[config.mk]
export PLATFORM = sky130hd
export DESIGN_NAME = pit_8254_ctrl
export DESIGN_NICKNAME = d
export VERILOG_FILES = /design/src/rtl/pit_8254_pkg.sv /design/src/rtl/pit_clk_gen.sv /design/src/rtl/pit_8254_ctrl.sv
export SDC_FILE = /design/constraint.sdc
export NUM_CORES = 1
export LEC_CHECK = 0
export BUFFER_PORTS_ARGS = -buffer_cell sky130_fd_sc_hd__buf_2
export CORE_UTILIZATION = 45
export DETAILED_ROUTE_END_ITERATION = 10
export GPL_ROUTABILITY_DRIVEN = 1
export HOLD_SLACK_MARGIN = 0.15
export PLACE_DENSITY = 0.8
export SETUP_SLACK_MARGIN = 0.1
export SYNTH_ARGS = -nofsm -noshare
export SYNTH_HDL_FRONTEND = slang
export SYNTH_SLANG_ARGS = --single-unit
[constraint.sdc]
create_clock -name clk -period 8 [get_ports clk]
set_clock_uncertainty 0.05 [all_clocks]
set_input_delay 0.4 -clock clk [delete_from_list [all_inputs] [get_ports clk]]
set_output_delay 0.4 -clock clk [all_outputs]
set_load 0.01 [all_outputs]
[src/rtl/pit_8254_pkg.sv]
// Shared constants for the 8254 PIT bus controller: port map, control-word
// field positions and read-back command bit positions.
package pit_8254_pkg;

  typedef enum logic [1:0] {
    PORT_CNT0 = 2'd0,
    PORT_CNT1 = 2'd1,
    PORT_CNT2 = 2'd2,
    PORT_CTRL = 2'd3
  } port_e;

  // Control word layout: SC[7:6] RW[5:4] MODE[3:1] BCD[0]
  localparam int SC_MSB   = 7;
  localparam int SC_LSB   = 6;
  localparam int RW_MSB   = 5;
  localparam int RW_LSB   = 4;
  localparam int MODE_MSB = 3;
  localparam int MODE_LSB = 1;
  localparam int BCD_BIT  = 0;

  localparam logic [1:0] SC_READBACK = 2'b11;
  localparam logic [1:0] RW_LATCH    = 2'b00;

  // Read-back command: both latch selects are active-low
  localparam int RB_NCOUNT_BIT  = 5;
  localparam int RB_NSTATUS_BIT = 4;
  localparam int RB_CNT0_BIT    = 1;

  localparam int NUM_COUNTERS = 3;

endpackage

[src/rtl/pit_clk_gen.sv]
// Fractional-accumulator clock generator: derives a PIT_HZ square wave from
// CLK_HZ with at most one system-clock period of jitter per phase.
module pit_clk_gen #(
  parameter int CLK_HZ = 50_000_000,
  parameter int PIT_HZ = 1_193_182
) (
  input  logic clk,
  input  logic rst_n,
  output logic pit_clock
);

  localparam int ACC_W = $clog2(CLK_HZ + 2 * PIT_HZ);
  localparam logic [ACC_W-1:0] INC   = ACC_W'(2 * PIT_HZ);
  localparam logic [ACC_W-1:0] LIMIT = ACC_W'(CLK_HZ);

  if (2 * PIT_HZ >= CLK_HZ) begin : g_bad_ratio
    $error("pit_clk_gen: 2*PIT_HZ must be below CLK_HZ");
  end

  logic [ACC_W-1:0] acc_q, acc_d, sum;
  logic             pit_q, pit_d;

  always_comb begin
    // NOTE: every output of a combinational block gets a default first so no latch is inferred.
    sum   = acc_q + INC;
    acc_d = sum;
    pit_d = pit_q;
    if (sum >= LIMIT) begin
      acc_d = sum - LIMIT;
      pit_d = ~pit_q;
    end
  end

  // NOTE: state flops use non-blocking assignments so all registers update together at the edge.
  always_ff @(posedge clk or negedge rst_n) begin
    if (!rst_n) begin
      acc_q <= '0;
      pit_q <= 1'b0;
    end else begin
      acc_q <= acc_d;
      pit_q <= pit_d;
    end
  end

  assign pit_clock = pit_q;

endmodule

[src/rtl/pit_8254_ctrl.sv]
// Bus front-end for three 8254 counters: strobe decode, registered read
// path, gate synchronisers, IRQ0 edge detect and the counter clock.
module pit_8254_ctrl
  import pit_8254_pkg::*;
#(
  parameter int CLK_HZ = 50_000_000,
  parameter int PIT_HZ = 1_193_182
) (
  input  logic       clk,
  input  logic       rst_n,
  input  logic [1:0] io_address,
  input  logic       io_write,
  input  logic       io_read,
  input  logic [7:0] io_writedata,
  output logic [7:0] io_readdata,
  output logic       io_readdatavalid,
  output logic [7:0] cnt_data_in,
  output logic [2:0] cnt_set_control_mode,
  output logic [2:0] cnt_latch_count,
  output logic [2:0] cnt_latch_status,
  output logic [2:0] cnt_write,
  output logic [2:0] cnt_read,
  input  logic [7:0] cnt_data_out0,
  input  logic [7:0] cnt_data_out1,
  input  logic [7:0] cnt_data_out2,
  input  logic [2:0] cnt_out,
  input  logic [2:0] gate_in,
  output logic [2:0] cnt_gate,
  output logic       pit_clock,
  output logic       irq0
);

  logic [1:0] sc, rw;
  logic       rd_accept;
  logic [7:0] rd_mux;

  logic [7:0] readdata_q, readdata_d;
  logic       valid_q, valid_d;
  logic [2:0] gate_meta_q, gate_meta_d;
  logic [2:0] gate_sync_q, gate_sync_d;
  logic       out0_prev_q, out0_prev_d;
  logic       irq0_q, irq0_d;

  assign cnt_data_in = io_writedata;
  assign sc          = io_writedata[SC_MSB:SC_LSB];
  assign rw          = io_writedata[RW_MSB:RW_LSB];

  // Strobes follow the live bus cycle; a write always pre-empts a read.
  always_comb begin
    cnt_set_control_mode = '0;
    cnt_latch_count      = '0;
    cnt_latch_status     = '0;
    cnt_write            = '0;
    cnt_read             = '0;
    if (io_write) begin
      if (io_address == PORT_CTRL) begin
        if (sc == SC_READBACK) begin
          for (int i = 0; i < NUM_COUNTERS; i++) begin
            if (io_writedata[RB_CNT0_BIT+i]) begin
              cnt_latch_count[i]  = ~io_writedata[RB_NCOUNT_BIT];
              cnt_latch_status[i] = ~io_writedata[RB_NSTATUS_BIT];
            end
          end
        end else if (rw == RW_LATCH) begin
          cnt_latch_count[sc] = 1'b1;
        end else begin
          cnt_set_control_mode[sc] = 1'b1;
        end
      end else begin
        cnt_write[io_address] = 1'b1;
      end
    end else if (io_read && io_address != PORT_CTRL) begin
      cnt_read[io_address] = 1'b1;
    end
  end

  always_comb begin
    unique case (io_address)
      PORT_CNT0: rd_mux = cnt_data_out0;
      PORT_CNT1: rd_mux = cnt_data_out1;
      PORT_CNT2: rd_mux = cnt_data_out2;
      default:   rd_mux = 8'hFF;
    endcase
    rd_accept   = io_read & ~io_write;
    readdata_d  = rd_accept ? rd_mux : readdata_q;
    valid_d     = rd_accept;
    gate_meta_d = gate_in;
    gate_sync_d = gate_meta_q;
    out0_prev_d = cnt_out[0];
    irq0_d      = cnt_out[0] & ~out0_prev_q;
  end

  // Sync and edge-detect flops reset high: gates open and no IRQ0 on release.
  always_ff @(posedge clk or negedge rst_n) begin
    if (!rst_n) begin
      readdata_q  <= 8'h00;
      valid_q     <= 1'b0;
      gate_meta_q <= 3'b111;
      gate_sync_q <= 3'b111;
      out0_prev_q <= 1'b1;
      irq0_q      <= 1'b0;
    end else begin
      readdata_q  <= readdata_d;
      valid_q     <= valid_d;
      gate_meta_q <= gate_meta_d;
      gate_sync_q <= gate_sync_d;
      out0_prev_q <= out0_prev_d;
      irq0_q      <= irq0_d;
    end
  end

  assign io_readdata      = readdata_q;
  assign io_readdatavalid = valid_q;
  assign cnt_gate         = gate_sync_q;
  assign irq0             = irq0_q;

  pit_clk_gen #(
    .CLK_HZ(CLK_HZ),
    .PIT_HZ(PIT_HZ)
  ) u_clk_gen (
    .clk      (clk),
    .rst_n    (rst_n),
    .pit_clock(pit_clock)
  );

endmodule

==> results.cfg <==
[status]
outcome = complete, no violations

[yosys]
synth-seq-area-share_pct = 36.7
synth_area_leaders = dfrtp_1 30%, xnor2_1 7.3%, dfstp_2 6.4%, mux2_2 3.5%, xor2_1 3.3%
synth_edf_count = 0
synth_fp_nets = 365
avgSynthCellArea_um2 = 9.04
synth_cell_type_count = 60
yosysTopAreaCell = dfrtp_1
yosysTopAreaCellShare_pct = 30.4
ys_ff_latch = 42
yosys-top-cells-count = 35 x dfrtp_1, 25 x nand2_1, 24 x xnor2_1
synthFlopType = dfrtp_1
synth_cells = 319
syn-cell-area_um2 = 2880
ys_warn_count = 0
yosysMostFrequentCell = dfrtp_1
async_flop_share_pct = 100

[pwr]
combPwrFrac_pct = 11.6
power_density_nw_per_um2 = 131
ir_drop_mv = 0.0835
p_sw_uw = 102
pwr-share-seq_pct = 51.1
static-leakage-power_uw = 0.00147
cellInternalPower_uw = 338
switching_share_pct = 23.3
clkPwrFrac_pct = 37.3

[worst_setup_path]
r2r_setup_slack_ns = 4.38
cp-startpoint = u_clk_gen.acc_q[2]$_DFF_PN0_
crit_family = compound AO/OA/AOI/OAI gates
crit_chain = inv_1, ha_1, or3b_1, a2111oi_1, a211oi_1, a211oi_2, a21oi_1, o21ai_0, nand4_1, xor2_1
slowest_stage = a2111oi_1
criticalPathCategory = flop to flop
cp_num_buf_inv = 1
r2r_start = u_clk_gen.acc_q[2]$_DFF_PN0_
worstSetupStartpointType = flop
required_ns = 8.13
critPathCaptureType = flop
critPathMaxFanout = 7
max_stage_delay_ns = 0.65
critical_path_arrival_ns = 3.75

[cts]
clock-root-buffer = clkbuf_8
cts.sinks = 42
clkTransAtPathRegs_ns = 0.08
cts_buffers = 5
h-tree-depth = 2
clk_latency_ns = 0.29
cts_tree = yes
clock_path_buffers = 2
post-cts-setup-buffers = 0
cts_resized = 0

[placement]
dp_slack_ns = 4.41
placed_area_um2 = 3220
gp_congestion = 0.890
dp_hpwl_um = 5010
portBuffers = 76

[route]
viasPerCell = 5.71
wl_um = 6730
first_pass_iters = 4
drtAntennaViolNets = 0
top_layer = met4
met1_length_um = 2790
wl_per_cell_um = 14.8
route.met3.wl_um = 369
route.met2.wl_um = 3460
num_vias = 2593
drc = 0
drtIter0Drc = 176

[timing]
slew_headroom_pct = 39.9
whs_ns = 0.159
hold_viol = 0
slew_violations = 0
period_needed_ns = 3.62
finalSetupViolCount = 0
fin_crit_sh_pct = 45.3
fmax_ghz = 0.276
rsz0062_at_grt = false
worst_slew_pin_slew_ns = 0.889
setup_tns_ns = 0
finalWorstSetupSlack_ns = 4.38

[grt]
grt_max_degree = 43
antenna_found_initial = 0
grt_pass1_vias = 2571
overflow = 0
grt_usage_pct = 22.2
grt_first_pass_wirelength_um = 11500

[floorplan]
io_pins = 81
chipHeight_um = 82.1
dieArea_um2 = 6730
initial_core_util_pct = 47.6
die_w_um = 82.1
coreArea_um2 = 6060
fp-row-count = 28

[layout]
areaGrowthSynthToFinish_pct = 16.2
final_cell_area_um2 = 3350
fill_cells = 533
final_nets = 424
layout-drive-gt1-share_pct = 29.8
diodes = 0

[min_path]
hp-start = cnt_out[0]
min_path_type = primary input to flop

[flow_run]
maxCapViolations = 0
-- area by class of cell --
cell class / count / area, µm² / area share, %
inverter: 15 / 56.3 / 1.68
multi-input combinational: 234 / 1620 / 48.3
tap: 75 / 93.8 / 2.80
clock inverter: 1 / 30.0 / 0.896
timing repair buffer: 80 / 418 / 12.5
clock buffer: 7 / 76.3 / 2.28
sequential: 42 / 1060 / 31.6
-- flip-flops by register name (all words and copies together) (netlist names) --
name	cells
cnt_gate	3
out0_prev_q	1
u_clk_gen.pit_clock	1
gate_meta_q	3
io_readdata	8
irq0	1
io_readdatavalid	1
u_clk_gen.acc_q	24
-- cells by family after synthesis --
| kind of cell | share of synthesized area [%] |
|---|---|
| AO/OA/AOI/OAI | 19.0 |
| XOR/XNOR | 10.6 |
| adder cells (fa/ha/maj) | 0.868 |
| buffers and inverters | 7.16 |
| flip-flops | 36.7 |
| multiplexers | 4.21 |
| AND/OR/NAND/NOR | 21.4 |
-- worst register-to-register path: stages, from the launching register on --
cell and delay (ns):
dfrtp_1 0.42, inv_1 0.09, ha_1 0.19, or3b_1 0.49, a2111oi_1 0.65, a211oi_1 0.20, a211oi_2 0.28, a21oi_1 0.14
o21ai_0 0.57, nand4_1 0.24, xor2_1 0.19
-- through the flow --
stage	cells	power, µW	util, %
finish	454	440	55.3
global placement	443	278	53.1
floorplan	319	254	-
CTS	454	445	55.3
global route	454	460	55.3
detailed placement	443	280	53.1
-- layer usage --
metal | GRT usage (%) | vias up
li1 | - | 1262
met1 | 25.8 | 1229
met2 | 40.9 | 91
met3 | 4.00 | 11
met4 | 6.67 | 0
met5 | 0 | -
-- power groups by stage --
| stage | logic (µW) | registers (µW) | clock network [µW] |
|---|---|---|---|
| 2_1_floorplan | 21.2 | 233 | 0 |
| 3_3_place_gp | 49.0 | 229 | 0 |
| 3_5_place_dp | 50.4 | 229 | 0 |
| 4_1_cts | 51.6 | 225 | 168 |
| 5_1_grt | 56.7 | 226 | 176 |
| 6_report | 51.0 | 225 | 164 |
-- placed cells by master, fill, tap and decap left out, types with 2 or more instances in the layout --
master,n
a211o_1,5
a211oi_1,6
a211oi_2,2
a21oi_1,8
a31oi_1,3
and2_1,6
and3_1,6
buf_2,76
clkbuf_1,2
clkbuf_8,5
dfrtp_1,35
dfstp_2,7
dlygate4sd3_1,3
ha_1,2
inv_1,15
mux2_2,9
mux2i_1,2
nand2_1,25
nand2b_1,2
nand3_1,11
nand3_2,2
nand3b_1,3
nand4_1,7
nor2_1,18
nor2b_1,3
nor3_1,12
nor3b_1,7
o211a_1,2
o211ai_2,2
o21a_1,3
o21ai_0,12
o22ai_1,8
o311ai_0,2
o31ai_1,4
o32ai_1,2
o41ai_1,2
or4_1,3
xnor2_1,24
xor2_1,11
-- what timing repair did --
action                                  4_1_cts  5_1_grt
endpoints found under the setup margin        0        0
endpoints found under the hold margin         3        0
hold buffers                                  3        0
-- final timing paths --
kind,endpoint,cells after the start
hold / removal,out0_prev_q$_DFF_PN1_,1
max in group asynchronous,u_clk_gen.acc_q[22]$_DFF_PN0_,1
setup reg to reg,u_clk_gen.acc_q[21]$_DFF_PN0_,10
setup / recovery,u_clk_gen.acc_q[21]$_DFF_PN0_,10
min in group asynchronous,u_clk_gen.acc_q[3]$_DFF_PN0_,1
hold reg to reg,cnt_gate[2]$_DFF_PN1_,0
No activity file was read; power rests on OpenSTA's default activity.
